--- src/rtl/pio_pulse_seq_pkg.sv ---
// rtl/pio_pulse_seq_pkg.sv - shared types and field positions for the PIO pulse sequencer
//
// Purpose: opcode and FSM state enums plus bit positions of the command word
// (pio_cmd) and status word (pio_status).
// Ports: none (package).
package pio_pulse_seq_pkg;

  typedef enum logic [2:0] {
    OP_NOP        = 3'd0,
    OP_SET_DELAY  = 3'd1,
    OP_SET_WIDTH  = 3'd2,
    OP_SET_PERIOD = 3'd3,
    OP_SET_COUNT  = 3'd4,
    OP_ARM        = 3'd5,
    OP_FIRE       = 3'd6,
    OP_ABORT      = 3'd7
  } opcode_e;

  // Encodings are visible to software through pio_status[4:3].
  typedef enum logic [1:0] {
    ST_IDLE  = 2'd0,
    ST_ARMED = 2'd1,
    ST_DELAY = 2'd2,
    ST_PULSE = 2'd3
  } state_e;

  localparam int CMD_TOG    = 15;
  localparam int CMD_OP_HI  = 14;
  localparam int CMD_OP_LO  = 12;
  localparam int CMD_ARG_HI = 11;

  localparam int STS_ACK    = 7;
  localparam int STS_BUSY   = 6;
  localparam int STS_ERR    = 5;
  localparam int STS_ST_HI  = 4;
  localparam int STS_ST_LO  = 3;
  localparam int STS_OP_HI  = 2;

endpackage

--- src/rtl/pio_pulse_seq_if.sv ---
// rtl/pio_pulse_seq_if.sv - HPS PIO command/status bus bundle
//
// Purpose: groups the pio_0 command export and the pio_1 status export.
// Signals: pio_cmd[15:0] (HPS -> fabric), pio_status[7:0] (fabric -> HPS).
// Modports: master (HPS side), slave (sequencer side).
interface pio_pulse_seq_if;
  logic [15:0] pio_cmd;
  logic [7:0]  pio_status;

  modport master (output pio_cmd, input pio_status);
  modport slave  (input pio_cmd, output pio_status);
endinterface

--- src/rtl/pio_tick_div.sv ---
// rtl/pio_tick_div.sv - timing tick prescaler with synchronous clear
//
// Purpose: emits o_tick once every PRESCALE clocks; i_clr restarts the count
// so the first tick after a clear lands exactly PRESCALE clocks later.
// Ports: clk, rst (async, active-high), i_clr (sync restart), o_tick (strobe).
module pio_tick_div #(
  parameter int PRESCALE = 1
) (
  input  logic clk,
  input  logic rst,
  input  logic i_clr,
  output logic o_tick
);
  localparam int DW = (PRESCALE > 1) ? $clog2(PRESCALE) : 1;
  localparam logic [DW-1:0] LAST = DW'(PRESCALE - 1);

  logic [DW-1:0] r_cnt;

  always_ff @(posedge clk or posedge rst) begin
    if (rst) begin
      r_cnt <= '0;
    end else if (i_clr || (r_cnt == LAST)) begin
      r_cnt <= '0;
    end else begin
      r_cnt <= r_cnt + DW'(1);
    end
  end

  assign o_tick = (r_cnt == LAST);
endmodule

--- src/rtl/pio_pulse_seq.sv ---
// rtl/pio_pulse_seq.sv - command-driven delayed/counted pulse-train sequencer
//
// Purpose: decodes toggle-handshaked commands from the HPS PIO, holds the
// delay/width/period/count configuration and generates the pulse train.
// Ports: clk_clk, reset_reset (async, active-high), pio (slave modport:
// pio_cmd in, pio_status out), trig_in (rising-edge start), pulse_out,
// seq_done (one-cycle strobe at the end of a finite train).
// Build option: PIO_PULSE_SEQ_TRIG_SYNC_EN adds a 2-flop synchronizer on trig_in.
module pio_pulse_seq
  import pio_pulse_seq_pkg::*;
#(
  parameter int CNT_W    = 12,
  parameter int PRESCALE = 1
) (
  input  logic            clk_clk,
  input  logic            reset_reset,
  pio_pulse_seq_if.slave  pio,
  input  logic            trig_in,
  output logic            pulse_out,
  output logic            seq_done
);
  logic [15:0]      r_cmd_q;
  logic             r_ack_q, r_err, r_high, r_seq_done, r_trig_d;
  logic [2:0]       r_last_op;
  logic [CNT_W-1:0] r_delay, r_width, r_period, r_count, r_remain, r_ticks;
  state_e           r_state;

  state_e           w_state_nxt;
  logic             w_high_nxt, w_restart, w_done, w_tick, w_term, w_busy;
  logic             w_exec, w_abort, w_fire, w_arm, w_cfg_err, w_last;
  logic             w_trig_src, w_trig_rise;
  opcode_e          w_op;
  logic [CNT_W-1:0] w_arg, w_d_len, w_w_len, w_l_len, w_len;
  logic [CNT_W:0]   w_diff;

  // A command executes once per toggle flip of the registered command word.
  assign w_exec    = (r_cmd_q[CMD_TOG] != r_ack_q);
  assign w_op      = opcode_e'(r_cmd_q[CMD_OP_HI:CMD_OP_LO]);
  assign w_arg     = r_cmd_q[CNT_W-1:0];
  assign w_busy    = (r_state != ST_IDLE);
  assign w_abort   = w_exec && (w_op == OP_ABORT);
  assign w_cfg_err = w_exec && w_busy && (w_op != OP_NOP) && (w_op != OP_ABORT);
  assign w_fire    = w_exec && !w_busy && (w_op == OP_FIRE);
  assign w_arm     = w_exec && !w_busy && (w_op == OP_ARM);

`ifdef PIO_PULSE_SEQ_TRIG_SYNC_EN
  logic [1:0] r_trig_sync;
  always_ff @(posedge clk_clk or posedge reset_reset) begin
    if (reset_reset) r_trig_sync <= '0;
    else             r_trig_sync <= {r_trig_sync[0], trig_in};
  end
  assign w_trig_src = r_trig_sync[1];
`else
  assign w_trig_src = trig_in;
`endif
  assign w_trig_rise = w_trig_src & ~r_trig_d;

  // Phase lengths in ticks; zero settings behave as one tick.
  assign w_d_len = (r_delay == '0) ? CNT_W'(1) : r_delay;
  assign w_w_len = (r_width == '0) ? CNT_W'(1) : r_width;
  assign w_diff  = {1'b0, r_period} - {1'b0, w_w_len};
  assign w_l_len = (w_diff[CNT_W] || (w_diff == '0)) ? CNT_W'(1) : w_diff[CNT_W-1:0];

  always_comb begin
    w_len = CNT_W'(1);
    if (r_state == ST_DELAY)     w_len = w_d_len;
    else if (r_state == ST_PULSE) w_len = r_high ? w_w_len : w_l_len;
  end

  assign w_term = w_tick && (r_ticks == (w_len - CNT_W'(1)));
  // remain was already decremented at the end of the preceding high phase.
  assign w_last = (r_count != '0) && (r_remain == '0);

  pio_tick_div #(.PRESCALE(PRESCALE)) u_div (
    .clk    (clk_clk),
    .rst    (reset_reset),
    .i_clr  (w_restart),
    .o_tick (w_tick)
  );

  // State register
  always_ff @(posedge clk_clk or posedge reset_reset) begin
    if (reset_reset) begin
      r_state <= ST_IDLE;
      r_high  <= 1'b0;
    end else begin
      r_state <= w_state_nxt;
      r_high  <= w_high_nxt;
    end
  end

  // Next-state logic; ABORT overrides triggers and phase ends.
  always_comb begin
    w_state_nxt = r_state;
    w_high_nxt  = r_high;
    w_restart   = 1'b0;
    w_done      = 1'b0;
    if (w_abort) begin
      w_state_nxt = ST_IDLE;
      w_high_nxt  = 1'b0;
      w_restart   = 1'b1;
    end else begin
      case (r_state)
        ST_IDLE: begin
          if (w_fire) begin
            w_state_nxt = ST_DELAY;
            w_restart   = 1'b1;
          end else if (w_arm) begin
            w_state_nxt = ST_ARMED;
            w_restart   = 1'b1;
          end
        end
        ST_ARMED: begin
          if (w_trig_rise) begin
            w_state_nxt = ST_DELAY;
            w_restart   = 1'b1;
          end
        end
        ST_DELAY: begin
          if (w_term) begin
            w_state_nxt = ST_PULSE;
            w_high_nxt  = 1'b1;
            w_restart   = 1'b1;
          end
        end
        ST_PULSE: begin
          if (w_term) begin
            w_restart = 1'b1;
            if (r_high) begin
              w_high_nxt = 1'b0;
            end else if (w_last) begin
              w_state_nxt = ST_IDLE;
              w_done      = 1'b1;
            end else begin
              w_high_nxt = 1'b1;
            end
          end
        end
        default: w_state_nxt = ST_IDLE;
      endcase
    end
  end

  // Outputs are decoded from registered state so reset clears them at once.
  always_comb begin
    pulse_out      = (r_state == ST_PULSE) && r_high;
    seq_done       = r_seq_done;
    pio.pio_status = {r_ack_q, w_busy, r_err, r_state, r_last_op};
  end

  // Command capture, configuration and counters
  always_ff @(posedge clk_clk or posedge reset_reset) begin
    if (reset_reset) begin
      r_cmd_q    <= '0;
      r_ack_q    <= 1'b0;
      r_err      <= 1'b0;
      r_last_op  <= '0;
      r_delay    <= '0;
      r_width    <= CNT_W'(1);
      r_period   <= CNT_W'(2);
      r_count    <= CNT_W'(1);
      r_remain   <= '0;
      r_ticks    <= '0;
      r_seq_done <= 1'b0;
      r_trig_d   <= 1'b0;
    end else begin
      r_cmd_q    <= pio.pio_cmd;
      r_trig_d   <= w_trig_src;
      r_seq_done <= w_done;

      if (w_restart)   r_ticks <= '0;
      else if (w_tick) r_ticks <= r_ticks + CNT_W'(1);

      if (!w_abort && w_term && (r_state == ST_DELAY))
        r_remain <= r_count;
      else if (!w_abort && w_term && (r_state == ST_PULSE) && r_high && (r_count != '0))
        r_remain <= r_remain - CNT_W'(1);

      if (w_exec) begin
        r_ack_q   <= r_cmd_q[CMD_TOG];
        r_last_op <= w_op;
        r_err     <= w_cfg_err;
        if (!w_busy) begin
          case (w_op)
            OP_SET_DELAY:  r_delay  <= w_arg;
            OP_SET_WIDTH:  r_width  <= w_arg;
            OP_SET_PERIOD: r_period <= w_arg;
            OP_SET_COUNT:  r_count  <= w_arg;
            default: ;
          endcase
        end
      end
    end
  end
endmodule

--- src/flat_wrapper.sv ---
// flat-port wrapper written by rule: the top's interface ports become plain ports
module pio_pulse_seq_flat import pio_pulse_seq_pkg::*;
#(
  parameter int CNT_W    = 12,
  parameter int PRESCALE = 1
)
  (clk_clk, reset_reset, trig_in, pulse_out, seq_done, pio_pio_cmd, pio_pio_status);
  pio_pulse_seq_if pio_i ();
  input  logic clk_clk;
  input  logic reset_reset;
  input  logic trig_in;
  output logic pulse_out;
  output logic seq_done;
  input wire logic [$bits(pio_i.pio_cmd)-1:0] pio_pio_cmd;
  output wire logic [$bits(pio_i.pio_status)-1:0] pio_pio_status;
  assign pio_i.pio_cmd = pio_pio_cmd;
  assign pio_pio_status = pio_i.pio_status;
  pio_pulse_seq #(.CNT_W(CNT_W), .PRESCALE(PRESCALE)) u_core (.clk_clk(clk_clk), .reset_reset(reset_reset), .pio(pio_i), .trig_in(trig_in), .pulse_out(pulse_out), .seq_done(seq_done));
endmodule
--- config.mk ---
export PLATFORM = sky130hd
export DESIGN_NAME = pio_pulse_seq_flat
export DESIGN_NICKNAME = d
export VERILOG_FILES = /design/src/rtl/pio_pulse_seq_pkg.sv /design/src/rtl/pio_pulse_seq_if.sv /design/src/rtl/pio_tick_div.sv /design/src/rtl/pio_pulse_seq.sv /design/src/flat_wrapper.sv
export SDC_FILE = /design/constraint.sdc
export NUM_CORES = 1
export LEC_CHECK = 0
export CORE_MARGIN = 1
export CORE_UTILIZATION = 32
export DETAILED_ROUTE_END_ITERATION = 12
export GPL_TIMING_DRIVEN = 0
export PLACE_DENSITY = 0.55
export SYNTH_ARGS = -nofsm -noshare
export SYNTH_HDL_FRONTEND = slang
export SYNTH_SLANG_ARGS = --single-unit
export TNS_END_PERCENT = 30
--- constraint.sdc ---
create_clock -name clk_clk -period 7.1 [get_ports clk_clk]
set_clock_uncertainty 0.15 [all_clocks]
set_input_delay 1.42 -clock clk_clk [delete_from_list [all_inputs] [get_ports clk_clk]]
set_output_delay 1.42 -clock clk_clk [all_outputs]
set_load 0.05 [all_outputs]
==> results.yml, run 1 <==
run:
  max-cap-violations: 0
sta:
  setup_viol: 0
  period_share_pct: 93.7
  drv_slew: 0
  worst_pin_slew_ns: 1.12
  fin_hold_ws_ns: 0.335
  max_freq_ghz: 0.150
  hold_viol_final: 0
  min_period_ns: 6.66
  fin_ws_ns: 0.445
  relSlewSlack_pct: 24.8
  fin_tns_setup_ns: 0
  rsz0062_at_grt: "false"
finish:
  fill_cells: 1815
  final_cell_mix: "96 x dfrtp_1, 52 x nand2_1, 39 x nor2_1, 38 x mux2_2, 34 x o21ai_0"
  finalInstanceArea_mm2: 0.00685
  area.growth.synth_to_final_pct: 16.1
  layout.nets: 680
  drive_gt1_share_pct: 15.0
  num_antenna_cells: 0
  layout_commonest_cell: "dfrtp_1"
  final_util_pct: 38.0
  seq_area_mm2: 0.00248
  multi_input_area_mm2: 0.00319
worst_setup_path:
  end_kind: "register"
  slowest_delay_ns: 0.47
  critPathTopFamily: "compound AO/OA/AOI/OAI gates"
  rr_startpoint: "u_core.r_width[2]"
  critPathSlowestCell: "or4_4"
  critical_path.startpoint: "u_core.r_width[2]"
  critPathBufInv: 3
  r2r_cells: 26
  reg2reg_slack_ns: 0.44
  timing_worst_setup_path_type: "reg2reg"
  cp-start-kind: "register"
  worstPathArrival_ns: 6.74
  rr_endpoint: "u_core.r_ticks[9]"
  cp_max_fo: 10
  required_ns: 7.19
drt:
  drt_iter0_markers: 292
  totalWireLength_um: 15100
  drt_pass1_iterations: 5
  via_per_inst: 5.43
  vias: 4750
  drc: 0
  post_drt_wl_per_cell_um: 17.3
  route.antenna.remaining_nets: 0
grt:
  track_usage_pct: 17.3
  grt_start_max_net_pins: 52
  antenna_found_initial: 0
  met3_usage_pct: 3.13
  grt_pass1_wl_um: 25000
  grt.busiest_layer: "met2"
  grt_pass1_vias: 4779
  grtUsageMet1_pct: 22.4
  met2_usage_pct: 28.7
  overflow: 0
floorplanning:
  core_mm2: 0.0180
  die_area_mm2: 0.0190
  initial_core_util_pct: 32.8
  die_w_um: 138
  io_pins: 29
  num_rows: 49
  fp.dieH_um: 138
pwr:
  power_density_mw_per_mm2: 505
  leakagePower_nw: 2.84
  ir_drop_v: 0.000195
clock_tree:
  htreeDepth: 3
  cts-root-buf: "clkbuf_16"
  cts_buffers: 9
  worst_skew_pair.late_latency_ns: 0.37
  cts.sinks: 99
  clk_pin_slew_worst_paths_ns: 0.08
  clk_path_buf_depth: 2
  post_cts_buffers: 0
  cts_tree: "yes"
synth:
  yosysWarnings: 0
  avgSynthCellArea_um2: 9.82
  synth_nets: 640
  synth-edff-count: 0
  synthesis.area_mm2: 0.00590
  post_synth_inst_count: 601
  yosysSeqAreaShare_pct: 42.0
  ys_ff_latch: 99
  synthArstFlopShare_pct: 100
  synthFlopType: "dfrtp_1"
  synthDistinctLibCells: 83
place:
  dp_hpwl_um: 11700
  gp_congestion: 0.869
  port_buffers: 28
  post-place-ws_ns: 0.0473
  placed_area_mm2: 0.00650
min_path:
  holdPathStages: 1
  hp-start: "u_core.r_cmd_q[15]"
  hold_class: "reg2reg"
  hold_end: "u_core.r_ack_q"
run_status:
  status: "complete, no violations"
[cells in the mapped netlist, drive strengths merged, types with 5 or more instances]
cell,n,area [µm²]
nor2b,5,31.3
o31ai,8,73.8
dfrtp,96,2400
xnor2,12,105
mux2,38,428
nor4,17,125
nor3,19,106
buf,14,90.1
xor2,18,165
inv,32,120
a21o,7,52.6
nor3b,7,52.6
o21ai,41,209
o2bb2ai,6,52.6
nand3,22,110
nand4,5,31.3
or3,8,50.1
nor2,39,146
clkbuf,13,50.0
and3,5,31.3
a21oi,24,120
a221oi,5,67.6
nand2,52,195
ha,19,238
nand2b,6,37.5
[how the worst max path moves through the flow]
stage / endpoint / slack (ns) / cells after the start
2_1_floorplan: u_core.r_ticks[2] / 1.53 / 26
3_3_place_gp: u_core.r_ticks[10] / 0.06 / 26
3_5_place_dp: u_core.r_ticks[9] / 0.05 / 26
4_1_cts: u_core.r_ticks[9] / 0.004 / 26
5_1_grt: u_core.r_ticks[5] / 0.05 / 26
6_report: u_core.r_ticks[9] / 0.44 / 26
[per-stage QoR]
step                power (mW)  cells
finish                    3.46    875
global route              3.73    875
CTS                       3.44    875
detailed placement        2.90    859
global placement          2.85    858
floorplan                 2.40    601
[what timing repair did]
item | CTS | global route
setup endpoints to repair | 0 | 27
hold buffers | 0 | 0
gates resized for setup | 0 | 3
[routing by layer]
layer,vias up,wire length (µm)
met4,0,293
met1,2341,6950
li1,2278,-
met3,23,564
met5,-,0
met2,108,7330
[registers in the layout (all words and copies together) (netlist names)]
| signal | count |
|---|---|
| u_core.r_ack_q | 1 |
| u_core.r_cmd_q | 16 |
| u_core.r_count | 12 |
| u_core.r_delay | 12 |
| u_core.r_err | 1 |
| u_core.r_high | 1 |
| u_core.r_last_op | 3 |
| u_core.r_period | 12 |
| u_core.r_remain | 12 |
| u_core.r_state | 2 |
| u_core.r_ticks | 12 |
| u_core.r_trig_d | 1 |
| u_core.r_width | 12 |
| u_core.seq_done | 1 |
| u_core.u_div.r_cnt | 1 |
[cell type report]
cell class / instances / share of cell area (%)
inverters: 32 / 1.79
multi-input cells: 443 / 46.5
well taps: 229 / 4.18
clock inverters: 7 / 1.50
plain buffers: 27 / 2.04
flip-flops and latches: 99 / 36.2
clock buffers: 9 / 3.29
repair buffers: 29 / 4.49
[cell families after synthesis]
| kind of cell | count (synthesis) | synth area share [%] |
|---|---|---|
| AOI/OAI and AO/OA | 146 | 17.8 |
| xor gates and xnor gates | 32 | 5.34 |
| adders and majority gates | 21 | 4.53 |
| buffers and inverters | 59 | 4.41 |
| DFF | 99 | 42.0 |
| muxes | 42 | 7.93 |
| other | 1 | 0.0635 |
| and+or+nand+nor | 201 | 17.9 |
[report_power, final]
group / leakage [nW] / internal [mW] / switching (mW)
Clock: 0.160 / 0.287 / 0.245
Sequential: 1.23 / 0.756 / 0.182
Combinational: 1.45 / 0.802 / 1.19
Note: power is estimated with default switching activity, not from simulation.
==> run 2: changes to the inputs <==
clock period = 8.5 ns   (was 7.1 ns; I/O delays follow)
==> results.yml, run 2 (synthesized netlist as in run 1, its figures left out) <==
sta:
  rsz0062_at_grt: "false"
  drv_slew: 0
  setup_viol: 0
  min_period_ns: 7.14
  fin_hold_ws_ns: 0.335
  fin_tns_setup_ns: 0
  fin_ws_ns: 1.36
  period_share_pct: 84.0
  relSlewSlack_pct: 24.6
  hold_viol_final: 0
  max_freq_ghz: 0.140
  worst_pin_slew_ns: 1.12
clock_tree:
  cts.sinks: 99
  clk_path_buf_depth: 2
  holdBufCountCts: 0
  worst_skew_pair.late_latency_ns: 0.37
  clk_pin_slew_worst_paths_ns: 0.08
  htreeDepth: 3
  cts-root-buf: "clkbuf_16"
  cts_resized: 0
  cts_buffers: 9
  post_cts_buffers: 0
  cts_tree: "yes"
finish:
  final_util_pct: 37.9
  largest_reg_flops: 16
  fin_cells: 875
  fill_cells: 1816
  regMostFlops: "u_core.r_cmd_q"
  layout.nets: 680
  drive_gt1_share_pct: 14.9
  num_antenna_cells: 0
  area.growth.synth_to_final_pct: 15.7
  final_cell_mix: "96 x dfrtp_1, 52 x nand2_1, 39 x nor2_1, 38 x mux2_2, 34 x o21ai_0"
  layout_commonest_cell: "dfrtp_1"
place:
  gp_congestion: 0.869
  post-place-ws_ns: 1.45
  placedCellCount: 859
  port_buffers: 28
  dp_hpwl_um: 11700
floorplanning:
  die_w_um: 138
  initial_core_util_pct: 32.8
  num_rows: 49
  die_area_mm2: 0.0190
  fp.dieH_um: 138
  core_mm2: 0.0180
  io_pins: 29
drt:
  vias: 4715
  post_drt_wl_per_cell_um: 17.4
  drc: 0
  drt_pass1_iterations: 5
  route.antenna.remaining_nets: 0
  totalWireLength_um: 15200
  via_per_inst: 5.39
  drt_iter0_markers: 303
worst_setup_path:
  reg2reg_slack_ns: 1.36
  rr_startpoint: "u_core.r_width[2]"
  rr_endpoint: "u_core.r_ticks[9]"
  end_kind: "register"
  cp-start-kind: "register"
  timing_worst_setup_path_type: "reg2reg"
  required_ns: 8.59
  r2r_cells: 26
  cp_max_fo: 10
  worstPathArrival_ns: 7.23
min_path:
  hold_class: "reg2reg"
  holdPathStages: 1
  hp-start: "u_core.r_cmd_q[15]"
  hold_end: "u_core.r_ack_q"
pwr:
  power_density_mw_per_mm2: 420
  leakagePower_nw: 2.83
  ir_drop_v: 0.000162
grt:
  overflow: 0
  grt_start_max_net_pins: 52
  grt_pass1_vias: 4779
  grt_pass1_wl_um: 25000
  track_usage_pct: 17.3
  antenna_found_initial: 0
run:
  max-cap-violations: 0
run_status:
  status: "complete, no violations"
-- run 2: cell counts in the layout (fill, tap and decap cells not counted) --
No cell type changed its count.
-- run 2: worst max path at each step --
stage | depth (start not counted) | to | from
2_1_floorplan | 26 | u_core.r_ticks[2] | u_core.r_width[8]
3_3_place_gp | 26 | u_core.r_ticks[10] | u_core.r_width[2]
3_5_place_dp | 26 | u_core.r_ticks[9] | u_core.r_width[2]
4_1_cts | 26 | u_core.r_ticks[9] | u_core.r_width[2]
5_1_grt | 26 | u_core.r_ticks[5] | u_core.r_width[2]
6_report | 26 | u_core.r_ticks[9] | u_core.r_width[2]
-- run 2: final cells by class --
cell class              count  area, µm²  area share (%)
multi-input cells         443       3160            46.3
flip-flops and latches     99       2480            36.3
repair buffers             29        308            4.51
well taps                 229        287            4.20
clock buffers               9        225            3.30
plain buffers              27        140            2.05
inverters                  32        123            1.80
clock inverters             7        103            1.50
-- run 2: power by group --
part           total, mW  internal, mW  leakage [nW]  switching, mW
sequential         0.783         0.632          1.23          0.151
combinational       1.64         0.663          1.44          0.977
clock              0.446         0.240         0.160          0.206
total               2.87          1.53          2.83           1.33
-- run 2: stage by stage --
step	power [mW]	cell area, µm²
6_report	2.87	6830
5_1_grt	3.09	6830
4_1_cts	2.87	6830
3_5_place_dp	2.42	6500
3_3_place_gp	2.38	6470
2_1_floorplan	2.00	5900
-- run 2: critical path, cell delays in order (launching register included) --
cell       delay, ns
dfrtp_1         0.40
nor3_1          0.51
a41oi_1         0.29
inv_1           0.13
ha_1            0.23
inv_1           0.07
fa_1            0.40
a21o_1          0.22
a221oi_4        0.35
o21ai_0         0.23
xnor2_1         0.19
o2111ai_1       0.22
o21ai_0         0.20
nand2_1         0.13
ha_1            0.23
o311ai_1        0.19
or4_4           0.48
nor4_1          0.24
a41oi_1         0.24
o31ai_1         0.16
xor2_1          0.13
nor4_2          0.44
o2111ai_2       0.36
o32ai_1         0.38
a22o_2          0.25
buf_6           0.15
nor2_1          0.06
-- run 2: routing by layer --
| layer | wire length (µm) | vias to the layer above | GRT usage, % | share of wire, % |
|---|---|---|---|---|
| met4 | 330 | 0 | 6.58 | 2.2 |
| met5 | 0 | - | 0 | 0 |
| met3 | 596 | 25 | 3.13 | 3.9 |
| met1 | 6920 | 2315 | 22.4 | 46 |
| met2 | 7350 | 104 | 28.7 | 48 |
| li1 | - | 2271 | - | - |
==> variant 1: new RTL, flow settings as in run 1 <==
Add a define of `PIO_PULSE_SEQ_TRIG_SYNC_EN`.
--- a/src/rtl/pio_pulse_seq.sv
+++ b/src/rtl/pio_pulse_seq.sv
@@ -6,6 +6,8 @@
 // pio_cmd in, pio_status out), trig_in (rising-edge start), pulse_out,
 // seq_done (one-cycle strobe at the end of a finite train).
 // Build option: PIO_PULSE_SEQ_TRIG_SYNC_EN adds a 2-flop synchronizer on trig_in.
+`define PIO_PULSE_SEQ_TRIG_SYNC_EN
+
 module pio_pulse_seq
   import pio_pulse_seq_pkg::*;
 #(
Check against the original RTL: not equivalent (a bounded check fails within 4 cycles, from zero or initial values and one cycle with reset_reset high).
==> variant 1 against run 1 <==
  * Area after synthesis increased by 2.6%
  * Wire length increased by 7.0%
  * Final area increased by 1.6%
  * Maximum frequency increased by 4.9%
  * Non-clock buffer count increased by 5
  * Power increased by 2.8%
  * First-iteration DRC count increased by 12%
  * Sequential cell count increased by 2
  * Critical path depth decreased by 2
  * Worst setup slack improved by 0.31 ns
  * Hold slack got worse by 0.13 ns
  * Clock power decreased by 7.1%
  * Critical path type unchanged
==> variant 1: results (changes against run 1) <==
{| class="wikitable"
! Metric !! Value
|-
| Half-perimeter wire length of the detailed placement result || 12,700 um (was 11,700 um)
|-
| Setup slack of the most critical reg-to-reg path || 0.76 ns (was 0.44 ns)
|-
| Power per Cell Area || 511 mW/mm^2 (was 505 mW/mm^2)
|-
| Leakage component of the power || 0.00279 uW (was 0.00284 uW)
|-
| Gpl congestion || 0.897 (was 0.869)
|-
| Status || finished, final reports clean (unchanged)
|-
| Post-synthesis share of cell area spent on xor and xnor gates || 0.0578 (was 0.0534)
|-
| Data arrival time of the worst path || 6.44 ns (was 6.74 ns)
|-
| Number of DRC markers after the initial detailed-route iteration || 328 (was 292)
|-
| Sequential element share of the synthesized area || 0.418 (was 0.420)
|-
| Multiplexer area fraction after synthesis || 0.0849 (was 0.0793)
|-
| Max rail drop VDD || 0.252 mV (was 0.195 mV)
|-
| Average wire per standard cell || 18.0 um (was 17.3 um)
|-
| Clock network power share || 0.139 (was 0.154)
|-
| Count of distinct cell types in the synthesized netlist || 76 (was 83)
|-
| Vias per cell || 5.56 (was 5.43)
|-
| Detailed route wirelength on metal2 || 7540 um (was 7330 um)
|-
| Slew margin rel. || 0.413 (was 0.248)
|-
| Adder and majority gate portion of the synthesized area || 0.0442 (was 0.0453)
|-
| Post-Syn Nets || 666 (was 640)
|-
| Cell types occupying the most area after synthesis || sky130_fd_sc_hd__dfrtp_1 40%, sky130_fd_sc_hd__mux2_2 7.2%, sky130_fd_sc_hd__xnor2_1 4.3% (was sky130_fd_sc_hd__dfrtp_1 41%, sky130_fd_sc_hd__mux2_2 7.2%, sky130_fd_sc_hd__ha_1 4.0%)
|-
| Cell types with the highest counts after synthesis || 98 x sky130_fd_sc_hd__dfrtp_1, 46 x sky130_fd_sc_hd__nand2_1, 40 x sky130_fd_sc_hd__nor2_1, 39 x sky130_fd_sc_hd__mux2_2, 33 x sky130_fd_sc_hd__o21ai_0 (was 96 x sky130_fd_sc_hd__dfrtp_1, 52 x sky130_fd_sc_hd__nand2_1, 39 x sky130_fd_sc_hd__nor2_1, 38 x sky130_fd_sc_hd__mux2_2, 34 x sky130_fd_sc_hd__o21ai_0)
|-
| FF-to-FF End || u_core.r_ticks[5] (was u_core.r_ticks[9])
|-
| Hold Slack || 0.205 ns (was 0.335 ns)
|-
| Layout cell share with drive strength beyond 1 || 0.135 (was 0.150)
|-
| Total internal power || 1830 uW (was 1840 uW)
|}
variant 1: cell types whose count changed after synthesis, moves of 6 or more:
cell / delta
sky130_fd_sc_hd__o2bb2ai_1: -6
sky130_fd_sc_hd__xnor2_1: +18
sky130_fd_sc_hd__nand2_1: -6
sky130_fd_sc_hd__xor2_1: -7
sky130_fd_sc_hd__nor3_1: +6
sky130_fd_sc_hd__nor4_1: +6
sky130_fd_sc_hd__a21oi_1: +7
variant 1: per-stage QoR:
stage                     utilization  instances  cell area [um^2]
final                           0.381        901              6960
after global placement          0.363        884              6630
after detailed placement        0.364        885              6660
after CTS                       0.381        901              6960
after global routing            0.381        901              6960
after floorplan                     -        627              6060
variant 1: layout make-up:
cell class	instances	area (um^2)
Buffer	32	150
Clock buffer	10	239
Clock inverter	6	65.1
Fill cell	1828	11300
Inverter	29	111
Multi-Input combinational cell	465	3270
Sequential cell	101	2530
Tap cell	229	287
Timing Repair Buffer	29	308
==> variant 2: new RTL, config.mk and constraints of run 1 <==
Made on the original files. Register the output `pulse_out`, cleared by the reset; this adds one clock of latency there. The other outputs are not delayed to match.
--- a/src/rtl/pio_pulse_seq.sv
+++ b/src/rtl/pio_pulse_seq.sv
@@ -19,6 +19,8 @@
   output logic            pulse_out,
   output logic            seq_done
 );
+
+  logic pulse_d;
   logic [15:0]      r_cmd_q;
   logic             r_ack_q, r_err, r_high, r_seq_done, r_trig_d;
   logic [2:0]       r_last_op;
@@ -143,7 +145,7 @@
 
   // Outputs are decoded from registered state so reset clears them at once.
   always_comb begin
-    pulse_out      = (r_state == ST_PULSE) && r_high;
+    pulse_d        = (r_state == ST_PULSE) && r_high;
     seq_done       = r_seq_done;
     pio.pio_status = {r_ack_q, w_busy, r_err, r_state, r_last_op};
   end
@@ -192,5 +194,13 @@
       end
     end
   end
+  always_ff @(posedge clk_clk or posedge reset_reset) begin
+    if (reset_reset) begin
+      pulse_out <= '0;
+    end else begin
+      pulse_out <= pulse_d;
+    end
+  end
+
 endmodule
 
Formal check against the unedited RTL: not equivalent (a bounded check fails within 4 cycles, from zero or initial values and one cycle with reset_reset high).
==> variant 2 against run 1 <==
  * Wire length rose by 9.4%
  * Power shrank 1.7%
  * Worst setup slack got worse by 0.098 ns
  * Final area is 3.8% higher
  * Sequential cell count up 1
  * Die area increased by 4.0%
  * Area after synthesis grew 4.1%
  * Count of clock-buffer cells in the layout unchanged
==> variant 2: results (changes against run 1) <==
{| class="wikitable"
! Metric !! Value
|-
| Data arrival time of the worst path || 6.85 ns (was 6.74 ns)
|-
| Max rail drop VDD || 0.173 mV (was 0.195 mV)
|-
| Number of DRC markers after the initial detailed-route iteration || 316 (was 292)
|-
| GR Util met2 || 0.284 (was 0.287)
|-
| Gpl congestion || 0.887 (was 0.869)
|-
| Layout cell share with drive strength beyond 1 || 0.142 (was 0.150)
|-
| Number of placed instances with taps included || 918 (was 859)
|-
| Average wire per standard cell || 17.7 um (was 17.3 um)
|-
| Setup slack of the most critical reg-to-reg path || 0.35 ns (was 0.44 ns)
|-
| Cell types with the highest counts after synthesis || 97 x sky130_fd_sc_hd__dfrtp_1, 69 x sky130_fd_sc_hd__nand2_1, 47 x sky130_fd_sc_hd__nor2_1, 40 x sky130_fd_sc_hd__mux2_2, 40 x sky130_fd_sc_hd__o21ai_0 (was 96 x sky130_fd_sc_hd__dfrtp_1, 52 x sky130_fd_sc_hd__nand2_1, 39 x sky130_fd_sc_hd__nor2_1, 38 x sky130_fd_sc_hd__mux2_2, 34 x sky130_fd_sc_hd__o21ai_0)
|-
| Total routing usage reported by global routing || 0.176 (was 0.173)
|-
| Hold Slack || 0.332 ns (was 0.335 ns)
|-
| Leakage component of the power || 0.00297 uW (was 0.00284 uW)
|-
| Placed instance area || 0.00675 mm^2 (was 0.00650 mm^2)
|-
| Count of distinct cell types in the synthesized netlist || 75 (was 83)
|-
| Wire length of the first global-routing pass || 27,200 um (was 25,000 um)
|-
| FILL cells || 1,876 (was 1,815)
|-
| Number of global-route vias before repair || 5,033 (was 4,779)
|-
| Sequential element share of the synthesized area || 0.408 (was 0.420)
|-
| Measured slew at the worst slew-check pin || 0.827 ns (was 1.12 ns)
|-
| Status || finished, final reports clean (unchanged)
|-
| Number of nets in the final layout || 737 (was 680)
|-
| Post-Route M1 WL || 7770 um (was 6950 um)
|-
| Met1 Use GR || 0.239 (was 0.224)
|-
| Compound-Gate Fraction of Synth Area || 0.195 (was 0.178)
|-
| Count of placed standard cells in the final layout, fillers left out || 937 (was 875)
|-
| Global routing usage on met3 || 0.0404 (was 0.0313)
|-
| Length in cells of the worst reg-to-reg path || 25 (was 26)
|}
variant 2: changes by cell type after synthesis, moves of 6 or more:
cell | before | now
sky130_fd_sc_hd__nand2_1 | 52 | 69
sky130_fd_sc_hd__nor2_1 | 39 | 47
sky130_fd_sc_hd__nand3_1 | 22 | 16
sky130_fd_sc_hd__xor2_1 | 17 | 7
sky130_fd_sc_hd__and3_1 | 5 | 12
sky130_fd_sc_hd__o21ai_0 | 34 | 40
sky130_fd_sc_hd__xnor2_1 | 12 | 21
sky130_fd_sc_hd__a21oi_1 | 24 | 33
variant 2: cell type report:
class                   count  share of cell area
multi-input cells         490               0.473
flip-flops and latches    100               0.352
repair buffers             32              0.0464
well taps                 234              0.0412
clock buffers               9              0.0317
plain buffers              31              0.0216
inverters                  34              0.0183
clock inverters             7              0.0157
variant 2: stage by stage:
step | util | worst slack [ns]
floorplan | - | 1.50
CTS | 0.378 | 0.388
finish | 0.379 | 0.347
global placement | 0.358 | 0.543
global route | 0.379 | 0.0640
detailed placement | 0.360 | 0.446
variant 2: worst max-delay path: stages, from the launching register on:
cell                       delay, ns
sky130_fd_sc_hd__dfrtp_1        0.44
sky130_fd_sc_hd__nor3_1         0.26
sky130_fd_sc_hd__a41oi_1        0.20
sky130_fd_sc_hd__inv_1          0.10
sky130_fd_sc_hd__ha_1           0.22
sky130_fd_sc_hd__inv_1          0.07
sky130_fd_sc_hd__fa_1           0.43
sky130_fd_sc_hd__xor2_1         0.35
sky130_fd_sc_hd__and4b_1        0.25
sky130_fd_sc_hd__o22ai_1        0.37
sky130_fd_sc_hd__a211oi_2       0.13
sky130_fd_sc_hd__nand4b_1       0.16
sky130_fd_sc_hd__nor4b_1        0.09
sky130_fd_sc_hd__o21ai_0        0.37
sky130_fd_sc_hd__ha_1           0.36
sky130_fd_sc_hd__inv_1          0.07
sky130_fd_sc_hd__a2111o_1       0.43
sky130_fd_sc_hd__nor4b_1        0.46
sky130_fd_sc_hd__xnor2_1        0.18
sky130_fd_sc_hd__nand4b_1       0.11
sky130_fd_sc_hd__or4_4          0.45
sky130_fd_sc_hd__buf_6          0.16
sky130_fd_sc_hd__or3_1          0.38
sky130_fd_sc_hd__a21oi_2        0.23
sky130_fd_sc_hd__buf_6          0.17
sky130_fd_sc_hd__nor2_1         0.05
variant 2: cell families (layout without fill, tap and decap cells):
family	count (synthesis)	in the layout
buf+inv	65	113
mux	44	44
simple gates	228	228
fa+ha+maj	20	20
other cells	1	1
xor+xnor	28	28
flops	100	100
compound gates	169	169
variant 2: power by group:
part / switching [uW] / leakage [uW] / internal [uW]
clock network: 237 / 0.000166 / 319
registers: 153 / 0.00127 / 727
logic: 1190 / 0.00153 / 780
total: 1580 / 0.00297 / 1830
